`src/rtl/alu_controller.sv`:
```
// ALU control decoder: maps ALUctr to registered datapath controls with one clock of latency.
// Optional ill_op flag for reserved codes is built only when ALU_CTRL_ILLEGAL_EN is defined.
module alu_controller (
    output logic [2:0] OPctr,
    output logic       SUBctr,
    output logic       OVctr,
    output logic       SIGctr,
    input  logic [3:0] ALUctr,
    input  logic       clk,
    input  logic       rst_n
`ifdef ALU_CTRL_ILLEGAL_EN
    ,
    output logic       ill_op
`endif
);

    logic [2:0] op_next;
    logic       sub_next;
    logic       ov_next;
    logic       sig_next;
`ifdef ALU_CTRL_ILLEGAL_EN
    logic       ill_next;
`endif

    // Reserved codes are listed explicitly so the default arm only catches X/Z,
    // letting unknown opcodes propagate instead of silently decoding as ADDU.
    always_comb begin
        op_next  = 3'b000;
        sub_next = 1'b0;
        ov_next  = 1'b0;
        sig_next = 1'b0;
        case (ALUctr)
            4'b0000: {op_next, sub_next, ov_next, sig_next} = 6'b000_0_1_1;
            4'b0001: {op_next, sub_next, ov_next, sig_next} = 6'b000_0_0_0;
            4'b0010: {op_next, sub_next, ov_next, sig_next} = 6'b000_1_1_1;
            4'b0011: {op_next, sub_next, ov_next, sig_next} = 6'b000_1_0_0;
            4'b0100: {op_next, sub_next, ov_next, sig_next} = 6'b001_0_0_0;
            4'b0101: {op_next, sub_next, ov_next, sig_next} = 6'b010_0_0_0;
            4'b0110: {op_next, sub_next, ov_next, sig_next} = 6'b011_0_0_0;
            4'b0111: {op_next, sub_next, ov_next, sig_next} = 6'b100_0_0_0;
            4'b1000: {op_next, sub_next, ov_next, sig_next} = 6'b101_1_0_1;
            4'b1001: {op_next, sub_next, ov_next, sig_next} = 6'b101_1_0_0;
            4'b1010: {op_next, sub_next, ov_next, sig_next} = 6'b110_0_0_0;
            4'b1011: {op_next, sub_next, ov_next, sig_next} = 6'b111_0_0_0;
            4'b1100: {op_next, sub_next, ov_next, sig_next} = 6'b111_0_0_1;
            4'b1101: {op_next, sub_next, ov_next, sig_next} = 6'b000_0_0_0;
            4'b1110: {op_next, sub_next, ov_next, sig_next} = 6'b000_0_0_0;
            4'b1111: {op_next, sub_next, ov_next, sig_next} = 6'b000_0_0_0;
            default: {op_next, sub_next, ov_next, sig_next} = 6'bxxx_x_x_x;
        endcase
    end

`ifdef ALU_CTRL_ILLEGAL_EN
    always_comb begin
        ill_next = 1'b0;
        case (ALUctr)
            4'b1101, 4'b1110, 4'b1111: ill_next = 1'b1;
            4'b0000, 4'b0001, 4'b0010, 4'b0011,
            4'b0100, 4'b0101, 4'b0110, 4'b0111,
            4'b1000, 4'b1001, 4'b1010, 4'b1011,
            4'b1100:                   ill_next = 1'b0;
            default:                   ill_next = 1'bx;
        endcase
    end
`endif

    always_ff @(posedge clk) begin
        if (!rst_n) begin
            OPctr  <= 3'b000;
            SUBctr <= 1'b0;
            OVctr  <= 1'b0;
            SIGctr <= 1'b0;
`ifdef ALU_CTRL_ILLEGAL_EN
            ill_op <= 1'b0;
`endif
        end else begin
            OPctr  <= op_next;
            SUBctr <= sub_next;
            OVctr  <= ov_next;
            SIGctr <= sig_next;
`ifdef ALU_CTRL_ILLEGAL_EN
            ill_op <= ill_next;
`endif
        end
    end

endmodule

```
`config.mk`:
```
export PLATFORM = sky130hd
export DESIGN_NAME = alu_controller
export DESIGN_NICKNAME = d
export VERILOG_FILES = /design/src/rtl/alu_controller.sv
export SDC_FILE = /design/constraint.sdc
export NUM_CORES = 1
export LEC_CHECK = 0
export ABC_CLOCK_PERIOD_IN_PS = 800
export BUFFER_PORTS_ARGS = -buffer_cell sky130_fd_sc_hd__buf_2
export CAP_MARGIN = 20
export CORE_AREA = 4 4 41 43
export DETAILED_ROUTE_END_ITERATION = 7
export DIE_AREA = 0 0 45 47
export GPL_TIMING_DRIVEN = 0
export PLACE_DENSITY = 0.54
export SLEW_MARGIN = 25
export SYNTH_ARGS = -nofsm -noshare
export SYNTH_HDL_FRONTEND = slang
export SYNTH_SLANG_ARGS = --single-unit
```
`constraint.sdc`:
```
create_clock -name clk -period 0.8 [get_ports clk]
set_clock_uncertainty 0.15 [all_clocks]
set_input_delay 0.08 -clock clk [delete_from_list [all_inputs] [get_ports clk]]
set_output_delay 0.08 -clock clk [all_outputs]
set_load 0.005 [all_outputs]
```
After elaboration in Yosys (flattened, before gate mapping)
Memories as Yosys holds them, arrays and structs flattened. A register that Yosys moved wholly into a read port is not among the register bits.
Cells that the tools add are included.
{ "word_totals": {"memories": 1, "elab_cells": 2, "ff_bits": 0, "rom_bits": 96, "inputBits": 6, "out_inout_bits": 6} }
{ "mem_list": {"columns": ["name", "depth", "width", "read_ports", "rd_clocked_by_memory_dff", "wr", "line", "text"], "rows": [
  ["(no name shown)", 16, 6, 1, 1, 0, "32", "case (ALUctr)"]
]} }
{ "classes": {"n_reduce_logical": 1} }
{ "op_table": {"columns": ["operator", "count"], "rows": [
  ["$logic_not A1 Y1", 1]
]} }

Longest topological paths before layout
Gate-level depths: netlist (run 1).
{ "logic_depth": {"ltp_word": 1, "mapped_depth": 4, "ltp_nobuf": 4} }

Worst setup path after synthesis (run 1)
No wires, ideal clock.
{ "synth_path": {"kind": "input port to flip-flop", "from": "input ALUctr[0]", "to": "register OPctr[1]", "n_path_buf": 0, "path_slack_ns": -0.076, "setup_time_ns": 0.118, "t_required_ns": 0.532, "stages": 4, "t_arrival_ns": 0.608, "path_cell_list": "inv_1 > ha_1 > mux2i_1 > a21oi_2"} }
{ "synth_lines": {"columns": ["item", "line", "text"], "rows": [
  ["from (decl)", "8", "input logic [3:0] ALUctr,"],
  ["to (decl)", "4", "output logic [2:0] OPctr,"]
]} }

Worst setup path in the final report (run 1)
{ "layout_path": {"from": "register OPctr[1]", "to": "output OPctr[1]"} }
No word-level cell between the ends.

==> results of run 1 <==
[flip-flops by register name, indices dropped and copies added (netlist names)]
register,cells
OPctr,3
OVctr,1
SUBctr,1
SIGctr,1
[worst max-delay path by stage]
stage                             start                  end  slack (ns)  depth (start not counted)
floorplan                     ALUctr[0]  OPctr[1]$_SDFF_PN0_       0.008                          4
global placement              ALUctr[0]  OPctr[1]$_SDFF_PN0_       -0.17                          5
detailed placement            ALUctr[1]  OPctr[1]$_SDFF_PN0_       -0.18                          5
CTS                    OVctr$_SDFF_PP0_                OVctr       -0.09                          1
global route        OPctr[1]$_SDFF_PN0_             OPctr[1]       -0.11                          1
finish              OPctr[1]$_SDFF_PN0_             OPctr[1]       -0.07                          1
[kinds of logic (layout without fill, tap and decap cells)]
kind of cell	after synthesis	in the layout	synth area share, %
flops	6	6	42.48
compound gates	7	7	16.82
simple gates	7	7	17.26
buf+inv	4	17	7.964
mux	1	1	3.540
xor+xnor	1	1	3.098
fa+ha+maj	2	2	8.848
[synth_stat cells, drive strengths merged]
cell type / instances / area (um2)
nand3b: 1 / 7.510
nor3: 1 / 10.01
a21boi: 1 / 7.510
mux2i: 1 / 10.01
and3: 1 / 6.260
dfxtp: 6 / 120.1
ha: 2 / 25.02
and2: 2 / 15.02
nor2b: 1 / 6.260
o211ai: 1 / 7.510
o21ai: 2 / 10.01
xor2: 1 / 8.760
buf: 1 / 11.26
a21oi: 3 / 22.52
nand2: 1 / 3.750
inv: 3 / 11.26
[routing by layer]
layer	GRT usage [%]	vias to the layer above	part of all wire (%)
met1	5.695	97	43
met5	0	-	0
met2	9.322	11	43
met4	3.509	0	0
met3	4.598	0	14
li1	-	119	-
[cell type report]
cell class | count | area [um2]
Fill cell | 154 | 912.1
Multi-Input combinational cell | 18 | 152.6
Sequential cell | 6 | 120.1
Timing Repair Buffer | 10 | 50.05
Clock buffer | 3 | 22.52
Tap cell | 15 | 18.77
Inverter | 3 | 13.76
Buffer | 1 | 11.26
[repair_timing]
item                       in CTS  in global routing
hold endpoints to repair        5                  3
buffers inserted                0                  0
pin swaps                       0                  0
setup endpoints to repair       6                  6
[power groups by stage]
stage               Clock (W)  Combinational (W)  Sequential (W)
CTS                  0.000280           0.000113        0.000320
finish               0.000263           0.000110        0.000320
floorplan                   0          0.0000612        0.000329
detailed placement          0           0.000113        0.000326
global route         0.000309           0.000127        0.000321
global placement            0           0.000112        0.000325
[metrics by stage]
| step | cell area [um2] | cells |
|---|---|---|
| 6_report | 389.1 | 56 |
| 5_1_grt | 389.1 | 56 |
| 4_1_cts | 389.1 | 56 |
| 3_5_place_dp | 366.6 | 53 |
| 3_3_place_gp | 366.6 | 53 |
| 2_1_floorplan | 297.8 | 28 |
==> run summary, run 1 <==
Final nets: 51
Min Hold Slack: -0.03030 ns
crit share post-route: 108.8%
P&R area growth vs syn: 37.61%
Rows: 13
Crit path required time: 0.57 ns
root buffer cell: clkbuf_4
post-route setup slack: -0.07009 ns
setup slack after placement: -0.1836 ns
Routed wire per std cell: 9.000 um
Final min period: 0.8701 ns
hold endpoint: OVctr$_SDFF_PP0_
vias post-DR: 227
Initial Utilization: 21.73%
vias in the first global route: 221
failing checks: hold timing, setup timing
slowest CP cell: dfxtp_1
Slew Viols, Final: 0
Total Routing Usage GR: 6.008%
Ports: 12
antenna viol nets, final: 0
register share of total power: 46.1%
hold path startpoint: rst_n
clock power share: 38.0%
Mapped Nets: 36
Iteration-0 DRC Markers: 0
RSZ-0062 raised after global routing: yes
delay-heaviest family, CP: flip-flops
WP data arrival: 0.64 ns
via/cell ratio: 4.054
commonest cells after routing, fill and taps aside: buf_2, dfxtp_1, clkbuf_4
TNS Setup: -0.3940 ns
kind of end point of the critical path: output port
post-cts repair resize count: 0
path type of the worst min-delay path: input port to flop
Power, Total: 0.0006938 W
drc violations: 0
worst hold path stage count: 2
commonest non-fill, non-tap cell in the layout: buf_2
Setup Crit Path Kind: flop to output port
die height: 47 um
Synth Warn #: 0
synthesized area: 282.8 um2
Worst Path Buf+Inv: 1
switching power total: 0.0001533 W
combinational share of power: 15.9%
Pint: 0.0005405 W
leakage: 0.1847 nW
CTS clk-pin slew, worst paths: 0.04 ns
Post-Syn Instances: 28
Sink Count: 6
H-tree levels: 1
max-cap violation count: 0
Antenna diodes: 0
CP startpoint kind: flop
crit-path cells: buf_2
CTS tree: done
register area share after synthesis: 42.48%
VDD IR max: 0.0005426 V
Max Fanout on Critical Path: 1
Overflow after GRT: 0
CTS Buf Count: 3
Largest stage delay, worst path: 0.29 ns
Buffers on Ports: 10
Max Clock Freq: 1.149 GHz
FF+latch count, synth: 6
Final Hold Fails: 5
Worst Tran Pin Value: 0.1570 ns
DRT Wirelength: 504 um
first-pass GRT wire length: 834 um
Die Width: 45 um
relative slew slack: 89.24%
pin count of the biggest net entering global routing: 9
status: finished with violations
final-report setup violation count: 6
antenna violations before repair: 0
switching share of power: 22.09%
post-synthesis average cell area: 10.10 um2
Core ar.: 1301 um2
synth unique cells: 19
Power per Cell Area: 1783 nW/um2
GP Congestion: 0.6901
layout cell share with drive strength beyond 1: 53.66%
Util after Layout: 29.90%
die area: 2115 um2
Max Buffers Root-to-Sink: 2
DR pass1 iterations: 1
Power figures use the tool's default switching activity.
==> run 2: changes to the inputs <==
--- a/config.mk
+++ b/config.mk
@@ -5,6 +5,7 @@
 export SDC_FILE = /design/constraint.sdc
 export NUM_CORES = 1
 export LEC_CHECK = 0
+export ABC_AREA = 1
 export ABC_CLOCK_PERIOD_IN_PS = 800
 export BUFFER_PORTS_ARGS = -buffer_cell sky130_fd_sc_hd__buf_2
 export CAP_MARGIN = 20
@@ -12,7 +13,7 @@
 export DETAILED_ROUTE_END_ITERATION = 7
 export DIE_AREA = 0 0 45 47
 export GPL_TIMING_DRIVEN = 0
-export PLACE_DENSITY = 0.54
+export PLACE_DENSITY = 0.52
 export SLEW_MARGIN = 25
 export SYNTH_ARGS = -nofsm -noshare
 export SYNTH_HDL_FRONTEND = slang
==> run 2 against run 1 <==
Flip-flop and latch count unchanged. Largest power group unchanged. Clock power is 5% higher. Combinational power fell by 16%. Worst hold slack got worse by 0.027 ns. Largest cell class is now flip-flops and latches. Global-route usage grew 1.1 points. The flow still finishes with violations (hold timing, setup timing). Via count grew 10%.
==> run summary, run 2 <==
CTS clk-pin slew, worst paths: 0.05 ns (about the same)
layout cell share with drive strength beyond 1: 39.58% (-14 points)
via/cell ratio: 3.968 (-2.1%)
Routed wire per std cell: 8.667 um (-3.7%)
Power, Total: 0.0006881 W (-0.82%)
Core ar.: 1301 um2 (unchanged)
Largest stage delay, worst path: 0.29 ns (about the same)
slowest CP cell: dfxtp_1
Filler cells: 151 (-1.9%)
Worst Tran Pin Value: 0.1738 ns (+0.01680 ns)
failing checks: hold timing, setup timing
Max Clock Freq: 1.137 GHz (-1.1%)
die area: 2115 um2 (unchanged)
CTS tree: done
Buffers on Ports: 11 (+1)
Initial Utilization: 19.52% (-2.2 points)
Crit path required time: 0.57 ns (about the same)
H-tree levels: 1 (unchanged)
TNS Setup: -0.4445 ns (-0.05050 ns)
first-pass GRT wire length: 1007 um (+21%)
relative slew slack: 88.40% (-0.83 points)
root buffer cell: clkbuf_4
WP data arrival: 0.65 ns (about the same)
Final Hold Fails: 4 (-1)
Ports: 12 (unchanged)
post-synthesis average cell area: 7.470 um2 (-26%)
largest register by flop count: OPctr
Rows: 13 (unchanged)
crit-path cells: buf_2
DRT Wirelength: 546 um (+8.3%)
top_reg_cell synth: dfxtp_1
Min Hold Slack: -0.05707 ns (-0.02677 ns)
Setup Crit Path Kind: flop to output port
max FFs per register: 3 (unchanged)
Iteration-0 DRC Markers: 7 (+7)
CP startpoint kind: flop
synth unique cells: 9 (-10)
Total Routing Usage GR: 7.132% (+1.1 points)
Power per Cell Area: 1930 nW/um2 (+8.2%)
Antenna diodes: 0 (unchanged)
Worst Path Buf+Inv: 1 (unchanged)
Slew Viols, Final: 0 (unchanged)
synthesized area: 254.0 um2 (-10%)
delay-heaviest family, CP: flip-flops
dpl hpwl: 427.6 um
VDD IR max: 0.0008592 V (+58%)
Multi-input gate area: 117.6 um2 (-23%)
Design Area, Final: 356.6 um2 (-8.4%)
Final min period: 0.8798 ns (+0.009721 ns)
Post-Syn Instances: 34 (+21%)
crit share post-route: 110.0% (+1.2 points)
number of synthesized flops with an enable pin: 0 (unchanged)
leakage: 0.1895 nW (+2.6%)
register area: 120.1 um2 (unchanged)
kind of end point of the critical path: output port
Final nets: 58 (+14%)
post-synth top area share: 47.29% (+4.8 points)
dpl cell area: 327.8 um2 (-11%)
P&R area growth vs syn: 40.39%
antenna violations before repair: 0 (unchanged)
pin count of the biggest net entering global routing: 7 (-2)
Overflow after GRT: 0 (unchanged)
Synth top cells by count: dfxtp_1, nand2_1, inv_1, nor2_1
cell accounting for the most synthesized area: dfxtp_1
RSZ-0062 raised after global routing: yes
die height: 47 um (unchanged)
drc violations: 0 (unchanged)
ys async rst share: 0% (unchanged)
GP Congestion: 0.8096 (+17%)
register area share after synthesis: 47.29% (+4.8 points)
vias in the first global route: 251 (+14%)
Max Buffers Root-to-Sink: 2 (unchanged)
FF+latch count, synth: 6 (unchanged)
max-cap violation count: 0 (unchanged)
final-report setup violation count: 6 (unchanged)
post-route setup slack: -0.07981 ns (-0.009721 ns)
vias post-DR: 250 (+10%)
DR pass1 iterations: 4 (+3)
status: finished with violations
hold path startpoint: rst_n
antenna viol nets, final: 0 (unchanged)
synth top area cells: dfxtp_1, ha_1, nand2_1
Max Fanout on Critical Path: 1 (unchanged)
path type of the worst min-delay path: input port to flop
Synth Warn #: 0 (unchanged)
Sink Count: 6 (unchanged)
commonest cells after routing, fill and taps aside: buf_2, dfxtp_1, nand2_1
commonest non-fill, non-tap cell in the layout: buf_2
CP startpoint: SUBctr$_SDFF_PN0_
CTS Buf Count: 3 (unchanged)
Die Width: 45 um (unchanged)
Mapped Nets: 42 (+17%)
## run 2: cell types whose count changed in the layout (fill, tap and decap cells not counted), moves of 2 or more
cell,previous run,this run
a21oi_1,1,3
inv_1,0,3
nand2_1,1,6
nand3_1,0,4
nor2_1,0,5
## run 2: area by class of cell
| cell class | count | share of cell area, % |
|---|---|---|
| clock buffer | 3 | 6.316 |
| multi-input combinational | 22 | 32.98 |
| inverter | 6 | 6.316 |
| sequential | 6 | 33.68 |
| tap | 15 | 5.263 |
| timing repair buffer | 11 | 15.44 |
## run 2: power breakdown
group          internal, W  switching, W
clock network     0.000170      0.000107
registers         0.000316    0.00000284
logic            0.0000396     0.0000525
total             0.000525      0.000163
## run 2: timing repair
action	4_1_cts	5_1_grt
hold endpoints to repair	6	2
buffers inserted	0	0
setup endpoints to repair	6	8
pin swaps	0	1
resized for setup	0	4
## run 2: path summary, 6_finish.rpt
check                                to  slack, ns  cells past startpoint
worst max-delay path             SUBctr      -0.08                      1
worst min-delay path  SUBctr$_SDFF_PN0_      -0.06                      3
## run 2: cells by family after synthesis
| logic type | after synthesis | synth area share (%) |
|---|---|---|
| buffers and inverters | 6 | 8.866 |
| adder cells (fa/ha/maj) | 2 | 9.851 |
| AND/OR/NAND/NOR | 15 | 24.14 |
| flip-flops | 6 | 47.29 |
| AO/OA/AOI/OAI | 5 | 9.851 |
## run 2: layer usage
layer / wire length [um] / up-vias / global-route usage, % / share of wire [%]
li1: - / 136 / - / -
met1: 243 / 101 / 7.569 / 45
met2: 218 / 13 / 9.040 / 40
met3: 84 / 0 / 6.130 / 15
met4: 0 / 0 / 5.263 / 0
met5: 0 / - / 0 / 0
## run 2: through the flow
stage / instances / util [%] / setup slack (ns) / hold WS (ns)
after CTS: 63 / 26.92 / -0.09621 / -0.06554
after global routing: 63 / 27.40 / -0.1158 / -0.05630
after detailed placement: 60 / 25.19 / -0.2144 / 0.2011
after global placement: 60 / 25.19 / -0.1714 / 0.1962
final: 63 / 27.40 / -0.07981 / -0.05707
after floorplan: 34 / - / 0.001446 / 0.06492
